--- src/rtl/demux32_deserializer.sv ---
// Registered 1:32 demultiplexer/deserializer: rebuilds a 32-bit word from a serial
// bit stream, either by direct bit-addressed writes or by an auto-incrementing capture.
module demux32_deserializer #(
  parameter int WIDTH        = 32,
  parameter bit CLR_ON_START = 1'b1
) (
  input  logic             CLK,
  input  logic             RSTN,
  input  logic             XEN,
  input  logic [4:0]       XS,
  input  logic             XIN,
  input  logic             XWR,
  input  logic             XSTART,
  input  logic             XVALID,
  output logic [WIDTH-1:0] XOUT,
  output logic             XBUSY,
  output logic             XDONE,
  output logic [5:0]       XCNT
);

  typedef enum logic [1:0] {
    IDLE    = 2'd0,
    CAPTURE = 2'd1,
    DONE    = 2'd2
  } state_t;

  state_t           r_state;
  state_t           w_nextState;
  logic [WIDTH-1:0] r_word;
  logic [WIDTH-1:0] w_nextWord;
  logic [4:0]       r_ptr;
  logic [4:0]       w_nextPtr;
  logic [5:0]       r_cnt;
  logic [5:0]       w_nextCnt;
  logic             r_busy;
  logic             r_done;

  always_ff @(posedge CLK or negedge RSTN) begin
    if (!RSTN) begin
      r_state <= IDLE;
      r_word  <= '0;
      r_ptr   <= '0;
      r_cnt   <= '0;
      r_busy  <= 1'b0;
      r_done  <= 1'b0;
    end else begin
      r_state <= w_nextState;
      r_word  <= w_nextWord;
      r_ptr   <= w_nextPtr;
      r_cnt   <= w_nextCnt;
      r_busy  <= (w_nextState == CAPTURE);
      r_done  <= (w_nextState == DONE);
    end
  end

  // XSTART has priority over XWR in IDLE; a stalled capture holds everything.
  always_comb begin
    w_nextState = r_state;
    w_nextWord  = r_word;
    w_nextPtr   = r_ptr;
    w_nextCnt   = r_cnt;
    unique case (r_state)
      IDLE: begin
        if (XEN) begin
          if (XSTART) begin
            w_nextState = CAPTURE;
            w_nextPtr   = XS;
            w_nextCnt   = '0;
            if (CLR_ON_START) begin
              w_nextWord = '0;
            end
          end else if (XWR) begin
            w_nextWord[XS] = XIN;
          end
        end
      end
      CAPTURE: begin
        if (XEN && XVALID) begin
          w_nextWord[r_ptr] = XIN;
          w_nextPtr         = r_ptr + 5'd1;
          w_nextCnt         = r_cnt + 6'd1;
          if (r_cnt == 6'd31) begin
            w_nextState = DONE;
          end
        end
      end
      DONE: begin
        w_nextState = IDLE;
      end
      default: begin
        w_nextState = IDLE;
      end
    endcase
  end

  assign XOUT  = XEN ? r_word : '0;
  assign XBUSY = r_busy;
  assign XDONE = r_done;
  assign XCNT  = r_cnt;

endmodule
--- config.mk ---
export PLATFORM = sky130hd
export DESIGN_NAME = demux32_deserializer
export DESIGN_NICKNAME = d
export VERILOG_FILES = /design/src/rtl/demux32_deserializer.sv
export SDC_FILE = /design/constraint.sdc
export NUM_CORES = 1
export LEC_CHECK = 0
export CAP_MARGIN = 5
export CORE_ASPECT_RATIO = 0.6
export CORE_MARGIN = 10
export CORE_UTILIZATION = 55
export CTS_BUF_LIST = sky130_fd_sc_hd__clkbuf_8 sky130_fd_sc_hd__clkbuf_16
export DETAILED_ROUTE_END_ITERATION = 6
export PLACE_DENSITY = 0.92
export SYNTH_ARGS = -nofsm -noshare
export SYNTH_HDL_FRONTEND = slang
export SYNTH_SLANG_ARGS = --single-unit
--- constraint.sdc ---
create_clock -name CLK -period 3 [get_ports CLK]
set_input_delay 0.6 -clock CLK [delete_from_list [all_inputs] [get_ports CLK]]
set_output_delay 0.6 -clock CLK [all_outputs]
set_load 0.05 [all_outputs]
# After elaboration in Yosys (flattened, before gate mapping)
# Cells that the tools add are included.
[totals] ff_bits=47 input_bits=12 output_inout_bits=40 elab_cells=52
[classes] addsub=2 n_lt_le_gt_ge=4 eq_ne=8 muxes=25 n_reduce_logical=7
[op_table] op="$mux W32" count=5
[op_table] op="$bwmux W32" count=2
[op_table] op="$pmux W32 S2" count=1
[op_table] op="$mux W6" count=3
[op_table] op="$mux W5" count=3
[op_table] op="$lt A5 B6 Y1 const B" count=2
[op_table] op="$pmux W6 S2" count=1
[op_table] op="$demux W1 S5" count=2
[op_table] op="$ge A5 B1 Y1 const B" count=2
[op_table] op="$pmux W5 S2" count=1
[op_table] op="$mux W2" count=4
[op_table] op="$reduce_and A4 Y1" count=2
[op_table] op="$add A6 B1 Y6 const B" count=1
[op_table] op="$eq A6 B5 Y1 const B" count=1
[op_table] op="$ne A2 B2 Y1 const B" count=3
[op_table] op="$add A5 B1 Y5 const B" count=1
[op_table] op="$eq A2 B1 Y1 const B" count=2
[op_table] op="$pmux W2 S2" count=1
[op_table] op="$logic_and A1 B1 Y1" count=3
[op_table] op="$ne A3 B3 Y1 const B" count=1
[op_table] op="$eq A2 B2 Y1 const B" count=1
[op_table] op="$logic_not A2 Y1" count=1
[op_table] op="$mux W1" count=2
[op_table] op="$reduce_bool A2 Y1" count=1

# Longest topological paths before layout
[logic_depth] depth_word=9 ltp_mapped=6 mapped_depth_nobuf=6

# Worst setup path before layout
# No wires, ideal clock.
[synth_timing] path_type="input to register" from="in XEN" to="reg r_word[16]" setup_ns=0.125 arrival_ns=1.776 path_slack_ns=1.099 cell_stages=6 path_buffers=2 cell_sequence="nand2b_1 > buf_6 > a211o_4 > buf_6 > nor3_1 > mux2_2"
[synth_via] elab_chain_len=3
[synth_lines] element="start: declaration" line_no="9" source="input logic XEN,"
[synth_lines] element="$logic_and A1 B1 Y1" line_no="78" source="if (XEN && XVALID) begin"
[synth_lines] element="$ne A2 B2 Y1 (no line)"
[synth_lines] element="$reduce_and A4 Y1 (no line) *"
[synth_lines] element="end signal: assignment" line_no="48" source="r_word <= w_nextWord;"
[synth_lines] element="end: declaration" line_no="29" source="logic [WIDTH-1:0] r_word;"
# Every way passes the cells marked *; elsewhere a longest branch is shown, timed or not.
# A chain may end at the register's enable or synchronous reset.

# Worst setup path in the final report
[layout_timing] from="in XS[3]" to="reg r_word[8]"
[layout_via] elab_chain_len=9
[layout_lines] element="start: declaration" line_no="10" source="input logic [4:0] XS,"
[layout_lines] element="$lt A5 B6 Y1 (implied by the code) or $ge A5 B1 Y1 (tied branches)" line_no="73" source="w_nextWord[XS] = XIN;"
[layout_lines] element="$logic_and A1 B1 Y1 (implied by the code)" line_no="73"
[layout_lines] element="$mux W1 (implied by the code)" line_no="73"
[layout_lines] element="$demux W1 S5 *" line_no="73"
[layout_lines] element="$bwmux W32 *" line_no="73"
[layout_lines] element="$mux W32 *" line_no="72" source="end else if (XWR) begin"
[layout_lines] element="$mux W32 *" line_no="65" source="if (XSTART) begin"
[layout_lines] element="$mux W32 *" line_no="64" source="if (XEN) begin"
[layout_lines] element="$pmux W32 S2 *" line_no="62" source="unique case (r_state)"
# Every way passes the cells marked *; elsewhere a longest branch is shown, timed or not. The select of a mux whose other input is x is not followed.

==> flow_metrics.py <==
metrics = {
    "place": {
        "placed_cell_area_mm2": 0.00431,
        "dp_hpwl_um": 8490,
        "gp_congestion": 0.989,
        "port-buffer-count": 51,
    },
    "yosys": {
        "ys_seq_area_frac": 0.340,
        "synthMuxAreaShare": 0.107,
        "yosys.area_share.simple": 0.241,
        "synthFlopType": "dfrtp_1",
        "synth_cell_types": 44,
        "syn_area_per_cell_um2": 8.87,
        "synthesis.nets": 407,
        "yosysWarnings": 0,
        "netlist_instances": 390,
        "synth.ff_latch_count": 47,
        "synthAdderAreaFrac": 0.0181,
        "netlist_top_cells_count": "47 x dfrtp_1, 36 x nor3_1, 35 x and2_1, 32 x a211oi_1, 32 x o22ai_1",
        "synth_top_family_by_area": "simple AND/OR/NAND/NOR gates",
        "synth_edf_count": 0,
        "synth_xor_area_frac": 0.0101,
        "synth_compound_gate_area_share": 0.213,
        "ys_top_cells_by_area": "dfrtp_1 34%, a211oi_1 6.9%, mux2_2 6.5%",
        "yosysMostFrequentCell": "dfrtp_1",
        "async_flop_share": 1.00,
        "synth_top_cell_by_area": "dfrtp_1",
        "synth_top_area_share": 0.340,
        "synth_area_mm2": 0.00346,
    },
    "status": {
        "status": "complete, no violations",
    },
    "floorplan": {
        "initial_core_util": 0.566,
        "die_h_um": 81.4,
        "dieArea_mm2": 0.00997,
        "die_x_um": 122,
        "design.core.area_mm2": 0.00611,
        "row_count": 22,
        "pin_count": 52,
    },
    "grt": {
        "grt_use_total": 0.237,
        "grt_max_degree": 48,
        "grt_pass1_wl_um": 18400,
        "grt_overflow_total": 0,
        "grt_antenna_before_repair": 0,
        "grt_pass1_vias": 3264,
    },
    "cells_and_area": {
        "n_antenna_cell": 0,
        "nets": 448,
        "nFillCells": 480,
        "fin_area_mm2": 0.00443,
        "synthToLayoutAreaGrowth_pct": 28.0,
        "drive_gt1_frac": 0.204,
    },
    "clocking": {
        "cts_setup_buffers": 0,
        "numCtsBuffers": 5,
        "cts_tree": "built",
        "cts.repair.resized": 0,
        "clk_pin_slew_ns": 0.09,
        "hold_buffers": 0,
        "clk_latency_ns": 0.31,
        "cts_root_buf": "clkbuf_8",
        "cts_buffer_depth": 2,
        "cts_sinks": 47,
        "cts_max_level": 2,
    },
    "pwr": {
        "leakagePower_uw": 0.00179,
        "vdd_ir_drop_max_uv": 319,
        "p_per_area_mw_per_mm2": 602,
    },
    "timing": {
        "tightest_slew_ns": 1.05,
        "hold_violations": 0,
        "fmax_mhz": 374,
        "clock_skew_ns": 0.00755,
        "slew_viol_final": 0,
        "finalSetupViolations": 0,
        "min_period_over_period": 0.892,
        "fin_tns_setup_ns": 0,
        "rsz0062_at_grt": "no",
        "slew-limit-headroom": 0.300,
        "fin_crit_ns": 2.68,
    },
    "critical_path": {
        "critPathKind": "in2reg",
        "crit_fanout": 17,
        "required_ns": 3.19,
        "cp.arrival_ns": 2.87,
        "end_kind": "register",
        "startpoint_type": "primary input",
    },
    "drt": {
        "wirelength_um": 12000,
        "drt-initial-drc-count": 564,
        "drtPass1Iterations": 5,
        "drtAntennaViolNets": 0,
        "drc": 0,
        "wl_per_cell_um": 23.3,
        "routed-via-count": 3542,
        "viasPerCell": 6.86,
    },
    "hold_path": {
        "min_path_type": "in2async",
    },
    "job": {
        "maxCapViolations": 0,
    },
}
worst max-delay path, stage by stage:
cell and delay, ns:
clkdlybuf4s50_1 0.82, nor3b_1 0.54, a211oi_1 0.20, nor3_1 0.33, mux2_2 0.37
metal layers:
| metal | GRT usage | wire length [um] |
|---|---|---|
| met5 | 0 | 0 |
| met4 | 0.0445 | 159 |
| met3 | 0.0897 | 1820 |
| met2 | 0.327 | 5050 |
| met1 | 0.344 | 4970 |
worst paths after layout:
kind,from,to,slack (ns),cells past startpoint
setup / recovery,XS[3],r_word[8],0.32,5
hold reg to reg,r_word[10],r_word[10],0.49,1
min in group CLK,r_word[10],r_word[10],0.49,1
setup reg to reg,r_state[0],r_word[8],0.62,5
hold / removal,RSTN,r_word[1],0.48,1
max in group asynchronous,RSTN,r_word[22],1.88,1
flip-flops by register name, indices dropped and copies added (netlist names):
register  count
XBUSY         1
r_word       32
XDONE         1
r_ptr         5
r_state       2
XCNT          6
where the power goes:
group / internal [uW] / total [uW] / leakage, uW / switching, uW
Sequential: 735 / 887 / 0.000629 / 151
Combinational: 448 / 1280 / 0.00110 / 831
Clock: 270 / 499 / 0.0000612 / 228
Total: 1450 / 2660 / 0.00179 / 1210
area by class of cell:
class	count	area, um2	share of cell area
flip-flops and latches	47	1180	0.266
well taps	84	105	0.0237
inverters	5	18.8	0.00424
repair buffers	70	968	0.219
clock inverters	2	35.0	0.00791
clock buffers	6	82.6	0.0186
multi-input cells	302	2040	0.461
metrics by stage:
stage	setup WS, ns	utilization	std cells	power [uW]	hold slack [ns]
CTS	0.396	0.725	516	2610	0.489
global placement	0.148	0.705	508	2090	0.462
detailed placement	0.0957	0.705	508	2130	0.469
floorplan	1.10	-	390	1690	0.304
global route	0.263	0.725	516	2750	0.517
finish	0.324	0.725	516	2660	0.477
kinds of logic (layout without fill, tap and decap cells):
| kind of cell | after synthesis | in the layout |
|---|---|---|
| DFF | 47 | 47 |
| and+or+nand+nor | 148 | 148 |
| buffers and inverters | 41 | 83 |
| xor gates and xnor gates | 4 | 4 |
| adders and majority gates | 5 | 5 |
| muxes | 33 | 33 |
| AOI/OAI and AO/OA | 112 | 112 |
placed cells by master, fill, tap and decap left out, types with 3 or more instances in the layout:
master,netlist,final
xnor2_1,4,4
and2_1,35,35
mux2_2,20,20
nor2_1,12,12
o21ai_0,3,3
ha_1,5,5
dfrtp_1,47,47
buf_4,3,19
nand2_1,13,13
nor3_1,36,36
nor2b_1,9,8
clkdlybuf4s50_1,0,18
a31oi_1,12,12
mux2_1,12,12
inv_1,5,5
and3b_1,3,3
o22ai_1,32,32
nor3b_1,4,4
nand3b_1,3,3
clkbuf_8,0,6
nand3_1,14,14
a21oi_1,23,23
a211oi_1,32,32
buf_12,0,32
nand2b_1,5,5
Power figures use the tool's default switching activity.
==> variant 1: new RTL, config.mk and constraints unchanged <==
`CLR_ON_START`: 1'b1 -> 1'b0.
--- a/src/rtl/demux32_deserializer.sv
+++ b/src/rtl/demux32_deserializer.sv
@@ -2,7 +2,7 @@
 // bit stream, either by direct bit-addressed writes or by an auto-incrementing capture.
 module demux32_deserializer #(
   parameter int WIDTH        = 32,
-  parameter bit CLR_ON_START = 1'b1
+  parameter bit CLR_ON_START = 1'b0
 ) (
   input  logic             CLK,
   input  logic             RSTN,
Formal check against the unedited RTL: not equivalent (Yosys sat finds a counterexample within 4 cycles, from zero or initial values and one cycle with RSTN low).
==> variant 1 against the original RTL <==
  * Final area down 10%
  * Largest cell class unchanged
  * Non-clock buffer count down 15
  * Critical path type unchanged
  * Sequential power up 23%
  * Sequential cell count unchanged
  * Final cell count down 16%
  * Die area down 8.9%
  * Synthesized area down 11%
  * Synthesized cell count down 16%
  * Power up 18%
  * Count of clock-buffer cells in the layout down 1
  * Sequential share of layout area up 3.0 points
  * Worst setup slack better by 0.29 ns
  * Routed wire length down 34%
==> variant 1: results (changes against the original RTL) <==
critical_path:
  arrival_ns: 2.57  # -0.30 ns
  worst-r2r-setup-slack_ns: 0.75  # +0.13 ns
  reg2regPathDepth: 4  # -1
  cp_max_fo: 9  # -8
  reg2reg_to: "r_word[10]"
yosys:
  synth_flop_cell: "dfrtp_1"
  synthMuxAreaShare: 0.133  # +0.0255
  synth_nets: 345  # -15%
  ys_seq_area_frac: 0.382  # +0.0423
  synth_area_leaders: "dfrtp_1 (38%), and2_1 (6.5%), mux2_4 (4.9%)"
  synth_xor_area_frac: 0.0114  # +0.00126
  synth-compound-area-share: 0.114  # -0.0987
  yosys.area_share.adder: 0.0203  # +0.00225
  yosys-top-cells-count: "dfrtp_1 (47), and2_1 (32), nor2_1 (25)"
  synth_cell_types: 44  # unchanged
clocking:
  cts-root-buf: "clkbuf_8"
  numCtsBuffers: 5  # unchanged
  worst_skew_pair.late_latency_ns: 0.31  # about the same
  cts_buffer_depth: 2  # unchanged
global_routing:
  grt_pass1_wl_um: 13100  # -29%
  grt_usage: 0.175  # -0.0620
  grt_pass1_vias: 2498  # -23%
placed_design:
  port_buffers: 51  # unchanged
  dp_hpwl_um: 5890  # -31%
  gp_congestion: 0.971  # -1.8%
final_layout:
  nets: 383  # -15%
  drive_gt1_frac: 0.251  # +0.0470
  fill_cells: 331  # -31%
pwr:
  pwr.group.clock_mw: 0.372  # -25%
  ir_worst_vdd_uv: 492  # +54%
  p_leak_nw: 1.62  # -9.6%
  p_seq_frac: 0.346  # +0.013
  p_sw_frac: 0.435  # -0.0190
  power_mw: 3.16  # +18%
route:
  viasPerCell: 6.17  # -10%
  drt_first_pass_iters: 5  # unchanged
  top_layer_used: "met4"
  drtIter0Drc: 333  # -41%
  route.met2.wl_um: 3410  # -32%
  m1WireLength_um: 3420  # -31%
  wl_per_cell_um: 18.2  # -22%
  wl_met3_um: 927  # -49%
outcome:
  status: "finished clean"
timing:
  hold_slack_ns: 0.458  # -0.0188 ns
  fin_skew_ns: 0.00609  # -0.00146 ns
  slew_headroom: 0.321  # +0.0210
==> variant 1: cell types whose count changed after synthesis, sizes merged, moves of 9 or more <==
cell	unedited run	this run
buf	20	9
nand2	13	22
nor3	36	18
o22ai	32	1
a211oi	32	0
nor2	12	25
a31oi	12	2
o21ai	3	18
==> variant 1: how the worst max path moves through the flow <==
| stage | from | end | slack, ns | cells after the start |
|---|---|---|---|---|
| floorplan | XSTART | r_word[5] | 1.03 | 6 |
| global placement | XWR | r_word[16] | 0.44 | 5 |
| detailed placement | XWR | r_word[16] | 0.37 | 5 |
| CTS | XEN | XOUT[6] | 0.63 | 4 |
| global route | XEN | XOUT[6] | 0.57 | 4 |
| finish | XS[2] | r_word[5] | 0.62 | 5 |
==> variant 1: layout make-up <==
cell class,instances,area share
Sequential cell,47,0.296
Multi-Input combinational cell,255,0.446
Tap cell,66,0.0208
Timing Repair Buffer,55,0.215
Clock buffer,5,0.0173
Clock inverter,3,0.00315
Inverter,2,0.00189
==> variant 1: routing by layer <==
metal	GRT usage	vias up
li1	-	1225
met1	0.243	1275
met2	0.252	148
met3	0.0668	22
met4	0.0356	0
met5	0	-
==> variant 1: per-stage QoR <==
stage	cells	setup WS [ns]	cell area [sq um]	utilization
after floorplan	328	1.03	3080	-
after global placement	425	0.436	3890	0.744
after detailed placement	425	0.370	3890	0.744
after CTS	433	0.627	3980	0.760
after global routing	433	0.567	3980	0.760
final	433	0.619	3980	0.760
==> variant 1: critical path, stage by stage <==
cell and delay (ns):
clkdlybuf4s50_1 0.65, nor3b_1 0.56, nand3_1 0.21, a21oi_2 0.20
mux2_1 0.34
==> variant 1: cells by family after synthesis <==
family,Yosys count
AND/OR/NAND/NOR,163
AO/OA/AOI/OAI,50
flip-flops,47
multiplexers,33
buffers and inverters,26
adder cells (fa/ha/maj),5
XOR/XNOR,4
==> variant 2: new RTL, same flow settings <==
Made on the original files. Reset style: synchronous (`RSTN`), changed in one clocked block.
--- a/src/rtl/demux32_deserializer.sv
+++ b/src/rtl/demux32_deserializer.sv
@@ -35,7 +35,7 @@
   logic             r_busy;
   logic             r_done;
 
-  always_ff @(posedge CLK or negedge RSTN) begin
+  always_ff @(posedge CLK) begin
     if (!RSTN) begin
       r_state <= IDLE;
       r_word  <= '0;
Behaviour: differs if RSTN is asserted again (counterexample within 4 cycles, from zero or initial values and one cycle with RSTN low); with RSTN held inactive, the same outputs for 4 cycles.
==> variant 2 against the original RTL <==
  * Worst setup slack gained 0.17 ns
  * Final cell count rose by 10%
  * Routed wire length shrank 0.98%
  * Critical path depth stayed put
  * Sequential cell count unchanged
  * Worst hold slack improved by 0.044 ns
  * Final area up 1.1%
  * Count of clock-buffer cells in the layout shrank 1
  * Synthesized area grew 4.3%
  * Global-route usage decreased by 1.4 points
  * Critical path type unchanged
Power is not compared: it rests on default switching activity, and its combinational part moved more than twofold at a synthesized area within 25%.
==> variant 2: results (changes against the original RTL) <==
placed_design:
  gp_congestion: 0.960  # -2.9%
  place_ws_ns: 0.273  # +0.177 ns
  dpl_cell_area_sq_um: 4380  # +1.5%
  dp_cells: 561  # +10%
  dp_hpwl_um: 8340  # -1.7%
critical_path:
  cp_max_fo: 9  # -8
  reg2regPathDepth: 4  # -1
  reg2reg_to: "r_word[31]"
  worst-r2r-setup-slack_ns: 0.58  # -0.04 ns
  crit_start: "XS[0]"
  arrival_ns: 2.71  # -0.16 ns
  timing.rr.start: "r_ptr[4]"
timing:
  fin_skew_ns: 0.00790  # +0.000349 ns
  hold_slack_ns: 0.521  # +0.0443 ns
  slew_headroom: 0.363  # +0.0636
  period_share: 0.836  # -0.0562
final_layout:
  nets: 501  # +12%
  regMostFlops: "r_word"
  drive_gt1_frac: 0.128  # -0.0756
  final_cells: 568  # +10%
global_routing:
  grt_pass1_vias: 3728  # +14%
  grt_max_degree: 63  # +31%
  grt_usage: 0.223  # -0.0141
  grt_pass1_wl_um: 19400  # +5.0%
yosys:
  synth.avg_cell_area_sq_um: 7.76  # -13%
  synth_area_leaders: "dfxtp_1 (26%), and2_1 (11%), a311oi_1 (8.3%)"
  synth_cell_types: 48  # +9.1%
  synthMuxAreaShare: 0.00277  # -0.104
  yosys.area_share.adder: 0.0173  # -0.000740
  synth_flop_cell: "dfxtp_1"
  ys_seq_area_frac: 0.261  # -0.0791
  synthArstFlopShare: 0  # -1.00
  synth_warnings: 0  # unchanged
  synth_nets: 482  # +18%
  synth-compound-area-share: 0.331  # +0.118
  synth_xor_area_frac: 0.00971  # -0.000414
  yosys-top-cells-count: "and2_1 (66), dfxtp_1 (47), a21oi_1 (39)"
clocking:
  worst_skew_pair.late_latency_ns: 0.30
  cts-resized-gates: 0  # unchanged
  cts_buffer_depth: 2  # unchanged
  cts_setup_buffers: 0  # unchanged
outcome:
  status: "finished clean"
route:
  drt_first_pass_iters: 5  # unchanged
  viasPerCell: 7.11  # +3.5%
  drtIter0Drc: 608  # +7.8%
  wl_per_cell_um: 20.9  # -10%
worst_hold_path:
  hp-class: "flop to flop"
==> variant 2: area by class of cell <==
class                   instances  area (sq um)
well taps                      84           105
fillers                       458          1770
multi-input cells             365          2410
repair buffers                 61           906
flip-flops and latches         47           941
clock buffers                   5          68.8
inverters                       4          15.0
clock inverters                 2          33.8
==> variant 2: worst max path at each step <==
stage	to	cells past startpoint
2_1_floorplan	XOUT[0]	2
3_3_place_gp	r_word[27]	5
3_5_place_dp	r_word[7]	5
4_1_cts	r_word[7]	5
5_1_grt	r_word[7]	5
6_report	r_word[11]	5
==> variant 2: metal layers <==
layer  track usage  vias up  share of wire  routed length [um]
li1              -     1776              -                   -
met1         0.282     1847           0.39                4600
met2         0.363      342           0.44                5170
met3        0.0617       72           0.14                1720
met4        0.0729        0          0.033                 398
met5             0        -              0                   0
==> variant 2: power by group <==
part	internal [mW]	switching (mW)	leakage, nW	total, mW
Clock	0.242	0.222	0.0554	0.464
Combinational	0.226	0.329	1.08	0.555
Sequential	0.665	0.0410	0.384	0.706
Total	1.13	0.592	1.52	1.72
==> variant 2: cells by family after synthesis <==
group	count (synthesis)
fa+ha+maj	5
buf+inv	53
flops	47
simple gates	177
xor+xnor	4
compound gates	178
mux	1
==> variant 2: critical path: stages <==
cell	delay [ns]
clkdlybuf4s50_1	0.65
and2_1	0.48
nor3b_4	0.49
a21oi_1	0.16
a311oi_1	0.32
